**config.mk**
```make
export PLATFORM = sky130hd
export DESIGN_NAME = memory_dumper
export DESIGN_NICKNAME = d
export VERILOG_FILES = /design/src/rtl/memory_dumper_pkg.sv /design/src/rtl/memory_dumper.sv
export SDC_FILE = /design/constraint.sdc
export NUM_CORES = 1
export LEC_CHECK = 0
export ABC_AREA = 1
export CAP_MARGIN = 20
export CORE_MARGIN = 2
export CORE_UTILIZATION = 48
export CTS_BUF_LIST = sky130_fd_sc_hd__clkbuf_2
export DETAILED_ROUTE_END_ITERATION = 8
export PLACE_DENSITY_LB_ADDON = 0.08
export SYNTH_ARGS = -nofsm -noshare
export SYNTH_HDL_FRONTEND = slang
export SYNTH_SLANG_ARGS = --single-unit
```
**constraint.sdc**
```tcl
create_clock -name clk_i -period 2.5 [get_ports clk_i]
set_input_delay 0.375 -clock clk_i [delete_from_list [all_inputs] [get_ports clk_i]]
set_output_delay 0.375 -clock clk_i [all_outputs]
set_load 0.02 [all_outputs]
```
**src/rtl/memory_dumper_pkg.sv**
```systemverilog
// Shared constants for the program-memory upload/readback paths:
// default widths and the dumper state encoding.
package memory_dumper_pkg;

  localparam int UART_DATA_LENGTH_DEF     = 8;
  localparam int REGISTER_WIDTH_DEF       = 4;
  localparam int MEMORY_ADDRESS_WIDTH_DEF = 4;

  typedef logic [2:0] state_t;

  localparam state_t stIDLE  = 3'd0;
  localparam state_t stRD_HI = 3'd1;
  localparam state_t stRD_LO = 3'd2;
  localparam state_t stLATCH = 3'd3;
  localparam state_t stSEND  = 3'd4;
  localparam state_t stHOLD  = 3'd5;

  // Number of bytes produced by one full dump of a 2^aw word memory.
  function automatic int dump_bytes(input int aw);
    return 1 << (aw - 1);
  endfunction

endpackage

```
**src/rtl/memory_dumper.sv**
```systemverilog
// Program-memory readback: reads word pairs in ascending order, packs them
// (even address -> high nibble) and hands each byte to the UART transmitter.
module memory_dumper
  import memory_dumper_pkg::*;
#(
  parameter int UART_DATA_LENGTH     = UART_DATA_LENGTH_DEF,
  parameter int REGISTER_WIDTH       = REGISTER_WIDTH_DEF,
  parameter int MEMORY_ADDRESS_WIDTH = MEMORY_ADDRESS_WIDTH_DEF
) (
  input  logic                            clk_i,
  input  logic                            reset_i,
  input  logic                            active_i,
  input  logic                            start_strb_i,
  input  logic [REGISTER_WIDTH-1:0]       data_i,
  output logic [MEMORY_ADDRESS_WIDTH-1:0] addr_o,
  output logic                            enable_read_memory_o,
  output logic [UART_DATA_LENGTH-1:0]     tx_data_o,
  output logic                            tx_start_strb_o,
  input  logic                            tx_busy_i,
  output logic                            busy_o,
  output logic                            done_o
);

  localparam logic [MEMORY_ADDRESS_WIDTH-1:0] LAST_PAIR =
    MEMORY_ADDRESS_WIDTH'((2 ** MEMORY_ADDRESS_WIDTH) - 2);

  state_t                          r_state;
  state_t                          w_state_next;
  logic [MEMORY_ADDRESS_WIDTH-1:0] r_addr;
  logic [UART_DATA_LENGTH-1:0]     r_byte;
  logic                            w_last_pair;

  assign w_last_pair = (r_addr == LAST_PAIR);

  always_ff @(posedge clk_i or negedge reset_i) begin
    if (!reset_i) begin
      r_state <= stIDLE;
    end else begin
      r_state <= w_state_next;
    end
  end

  // Dropping active_i aborts from any state; the TX finishes whatever it has.
  always_comb begin
    w_state_next = r_state;
    if (!active_i) begin
      w_state_next = stIDLE;
    end else begin
      case (r_state)
        stIDLE:  if (start_strb_i) w_state_next = stRD_HI;
        stRD_HI: w_state_next = stRD_LO;
        stRD_LO: w_state_next = stLATCH;
        stLATCH: w_state_next = stSEND;
        stSEND:  if (!tx_busy_i) w_state_next = stHOLD;
        stHOLD:  w_state_next = w_last_pair ? stIDLE : stRD_HI;
        default: w_state_next = stIDLE;
      endcase
    end
  end

  always_comb begin
    addr_o               = '0;
    enable_read_memory_o = 1'b0;
    tx_start_strb_o      = 1'b0;
    done_o               = 1'b0;
    case (r_state)
      stRD_HI: begin
        addr_o               = r_addr;
        enable_read_memory_o = 1'b1;
      end
      stRD_LO: begin
        addr_o               = r_addr + MEMORY_ADDRESS_WIDTH'(1);
        enable_read_memory_o = 1'b1;
      end
      stSEND:  tx_start_strb_o = !tx_busy_i;
      stHOLD:  done_o          = w_last_pair;
      default: ;
    endcase
  end

  assign busy_o    = (r_state != stIDLE);
  assign tx_data_o = r_byte;

  always_ff @(posedge clk_i or negedge reset_i) begin
    if (!reset_i) begin
      r_addr <= '0;
    end else if (!active_i) begin
      r_addr <= '0;
    end else if (r_state == stIDLE && start_strb_i) begin
      r_addr <= '0;
    end else if (r_state == stHOLD) begin
      r_addr <= r_addr + MEMORY_ADDRESS_WIDTH'(2);
    end
  end

  // Read data lags the address by one cycle, hence the capture one state late.
  always_ff @(posedge clk_i or negedge reset_i) begin
    if (!reset_i) begin
      r_byte <= '0;
    end else if (r_state == stRD_LO) begin
      r_byte[UART_DATA_LENGTH-1 -: REGISTER_WIDTH] <= data_i;
    end else if (r_state == stLATCH) begin
      r_byte[REGISTER_WIDTH-1:0] <= data_i;
    end
  end

endmodule

```
==> flow_metrics.env <==
export IMPL_run_status="completed"
export IMPL_worstHoldPathType="input port to asynchronous set/reset pin"
export IMPL_dieArea_um2=1740
export IMPL_drt_vias_per_instance=4.88
export IMPL_layout_core_utilization=0.717
export IMPL_report_power_total_w=0.000775
export IMPL_highest_clock_rate_ghz=0.430
export IMPL_detail_route_antenna_nets=0
export IMPL_design_portCount=25
export IMPL_yosysUniqueCellTypes=14
export IMPL_cts_tree="built"
export IMPL_final_cell_count_no_fill=128
export IMPL_total_neg_setup_slack_ns=0
export IMPL_flow_area_growth_from_synthesis_pct=38.5
export IMPL_final_cell_mix="sky130_fd_sc_hd__clkdlybuf4s50_1, sky130_fd_sc_hd__nand2_1, sky130_fd_sc_hd__inv_1, sky130_fd_sc_hd__dfrtp_1, sky130_fd_sc_hd__nor2_1"
export IMPL_startpoint_type="register"
export IMPL_wl_per_cell_um=11.5
export IMPL_cts_htree_levels=1
export IMPL_arrival_ns=1.95
export IMPL_slew_violations=0
export IMPL_grt_pass1_vias=610
export IMPL_antenna_cells_inserted=0
export IMPL_layout_commonest_cell="sky130_fd_sc_hd__clkdlybuf4s50_1"
export IMPL_post_cts_resized=0
export IMPL_die_width_um=41.7
export IMPL_cts_clk_slew_worst_paths_ns=0.13
export IMPL_clock_path_buffers=2
export IMPL_gr_total_overflow=0
export IMPL_layout_worst_path_cycle_share=0.929
export IMPL_first_iter_violations=17
export IMPL_clk_root_buf="sky130_fd_sc_hd__clkbuf_2"
export IMPL_tightestPinTransition_ns=0.619
export IMPL_placeableCoreArea_um2=1320
export IMPL_worst_path_max_fanout=10
export IMPL_critPathKind="register to primary output"
export IMPL_critPathCaptureType="primary output"
export IMPL_worst_vdd_drop_mv=0.615
export IMPL_dpl_cell_count=125
export IMPL_start_util=0.518
export IMPL_drive_above_1_share=0.0619
export IMPL_syn_area_um2=682
export IMPL_flip_flop_and_latch_count_after_synthesis=14
export IMPL_rsz0062_at_grt="no"
export IMPL_floorplan_rows=13
export IMPL_first_pass_iters=4
export IMPL_number_of_synthesis_warnings=0
export IMPL_fin_skew_ns=0.00106
export IMPL_maximum_number_of_pins_on_one_net_before_global_route_repair=15
export IMPL_post_synth_cell_area_avg_um2=7.84
export IMPL_grt_antenna_before_repair=0
export IMPL_worst_slew_margin_rel=0.586
export IMPL_crit_required_ns=2.12
export IMPL_chipHeight_um=41.7
export IMPL_buffer_ports_inserted=24
export IMPL_gp_congestion=0.875
export IMPL_power_static_leakage_nw=0.473
export IMPL_synth_cells=87
export IMPL_grt_pass1_wl_mm=2.56
export IMPL_powerDensity_nw_per_um2=820
export IMPL_syn_nets=97
export IMPL_synth_seq_area_share=0.514
export IMPL_timing_final_hold_violations=0
export IMPL_worst_skew_pair_late_latency_ns=0.27
export IMPL_post_cts_setup_buffer_count=0
export IMPL_routed_wirelength_mm=1.47
export IMPL_cts_inserted_buffers=3
export IMPL_report_final_setup_viol=0
export IMPL_layout_min_cycle_time_ns=2.32
export IMPL_detailedPlacementHpwl_mm=1.13
export IMPL_detail_route_drc_violations=0
export IMPL_post_cts_hold_buffers=0
export IMPL_grt_total_usage=0.192
export IMPL_cap_viol_max_count=0
export IMPL_total_number_of_clock_tree_sinks=14
export IMPL_final_nets=125
export IMPL_num_vias=624
## registers in the layout, indices dropped and copies added, names as in the netlist
signal	flops
r_state	3
r_addr	3
tx_data_o	8
## critical path: stages (launching register included)
cell	delay, ns
sky130_fd_sc_hd__dfrtp_1	0.50
sky130_fd_sc_hd__inv_2	0.14
sky130_fd_sc_hd__nand3_2	0.16
sky130_fd_sc_hd__nand2_2	0.13
sky130_fd_sc_hd__inv_2	0.05
sky130_fd_sc_hd__nor2_1	0.08
sky130_fd_sc_hd__clkdlybuf4s50_1	0.61
## Yosys cell counts
master	count	area [µm²]
sky130_fd_sc_hd__a21oi_1	2	10.0
sky130_fd_sc_hd__inv_1	14	52.6
sky130_fd_sc_hd__nand2_1	23	86.3
sky130_fd_sc_hd__o21ai_0	8	40.0
sky130_fd_sc_hd__ha_1	1	12.5
sky130_fd_sc_hd__nand3_1	4	20.0
sky130_fd_sc_hd__nor2_1	11	41.3
sky130_fd_sc_hd__dfrtp_1	14	350
sky130_fd_sc_hd__inv_2	2	7.51
sky130_fd_sc_hd__xor2_1	1	8.76
sky130_fd_sc_hd__nand2_2	1	6.26
sky130_fd_sc_hd__nand4_1	4	25.0
sky130_fd_sc_hd__buf_6	1	11.3
sky130_fd_sc_hd__nand3_2	1	10.0
## kinds of logic (layout without fill, tap and decap cells)
| family | after synthesis | count (layout) | share of synthesized area |
|---|---|---|---|
| fa+ha+maj | 1 | 1 | 0.0183 |
| buf+inv | 17 | 43 | 0.105 |
| flops | 14 | 14 | 0.514 |
| compound gates | 10 | 10 | 0.0734 |
| simple gates | 44 | 44 | 0.277 |
| xor+xnor | 1 | 1 | 0.0128 |
## power by group
| part | leakage [nW] | internal, W | switching (W) |
|---|---|---|---|
| Sequential | 0.179 | 0.000291 | 0.0000417 |
| Clock | 0.0125 | 0.0000327 | 0.0000687 |
| Combinational | 0.281 | 0.000161 | 0.000179 |
## area by class of cell
type                       instances  area (µm²)
multi-input combinational         56         260
clock buffer                       3        15.0
sequential                        14         350
timing repair buffer              24         240
tap                               15        18.8
inverter                          16        60.1
fill                             101         373
## path summary, 6_finish.rpt
path / end / cells after the start / slack (ns) / start
min in group clk_i: tx_data_o[0] / 2 / 0.51 / tx_data_o[0]
worst max register to register: tx_data_o[3] / 4 / 1.31 / r_state[2]
worst max-delay path: addr_o[2] / 6 / 0.18 / r_state[2]
worst min register to register: tx_data_o[0] / 2 / 0.51 / tx_data_o[0]
worst min-delay path: tx_data_o[6] / 1 / 0.48 / reset_i
max in group asynchronous: r_addr[1] / 1 / 1.63 / reset_i
## through the flow
stage	worst slack [ns]	cell area [µm²]	hold WS, ns
3_3_place_gp	0.545	930	0.466
3_5_place_dp	0.490	930	0.477
4_1_cts	0.163	945	0.482
2_1_floorplan	0.911	682	0.0794
6_report	0.177	945	0.476
5_1_grt	0.0191	945	0.518
## layer usage
metal / GRT usage / vias up / wire (µm)
li1: - / 324 / -
met1: 0.239 / 274 / 625
met2: 0.309 / 22 / 737
met3: 0.0304 / 4 / 75
met4: 0.116 / 0 / 33
met5: 0 / - / 0
No activity file was read; power rests on OpenSTA's default activity.
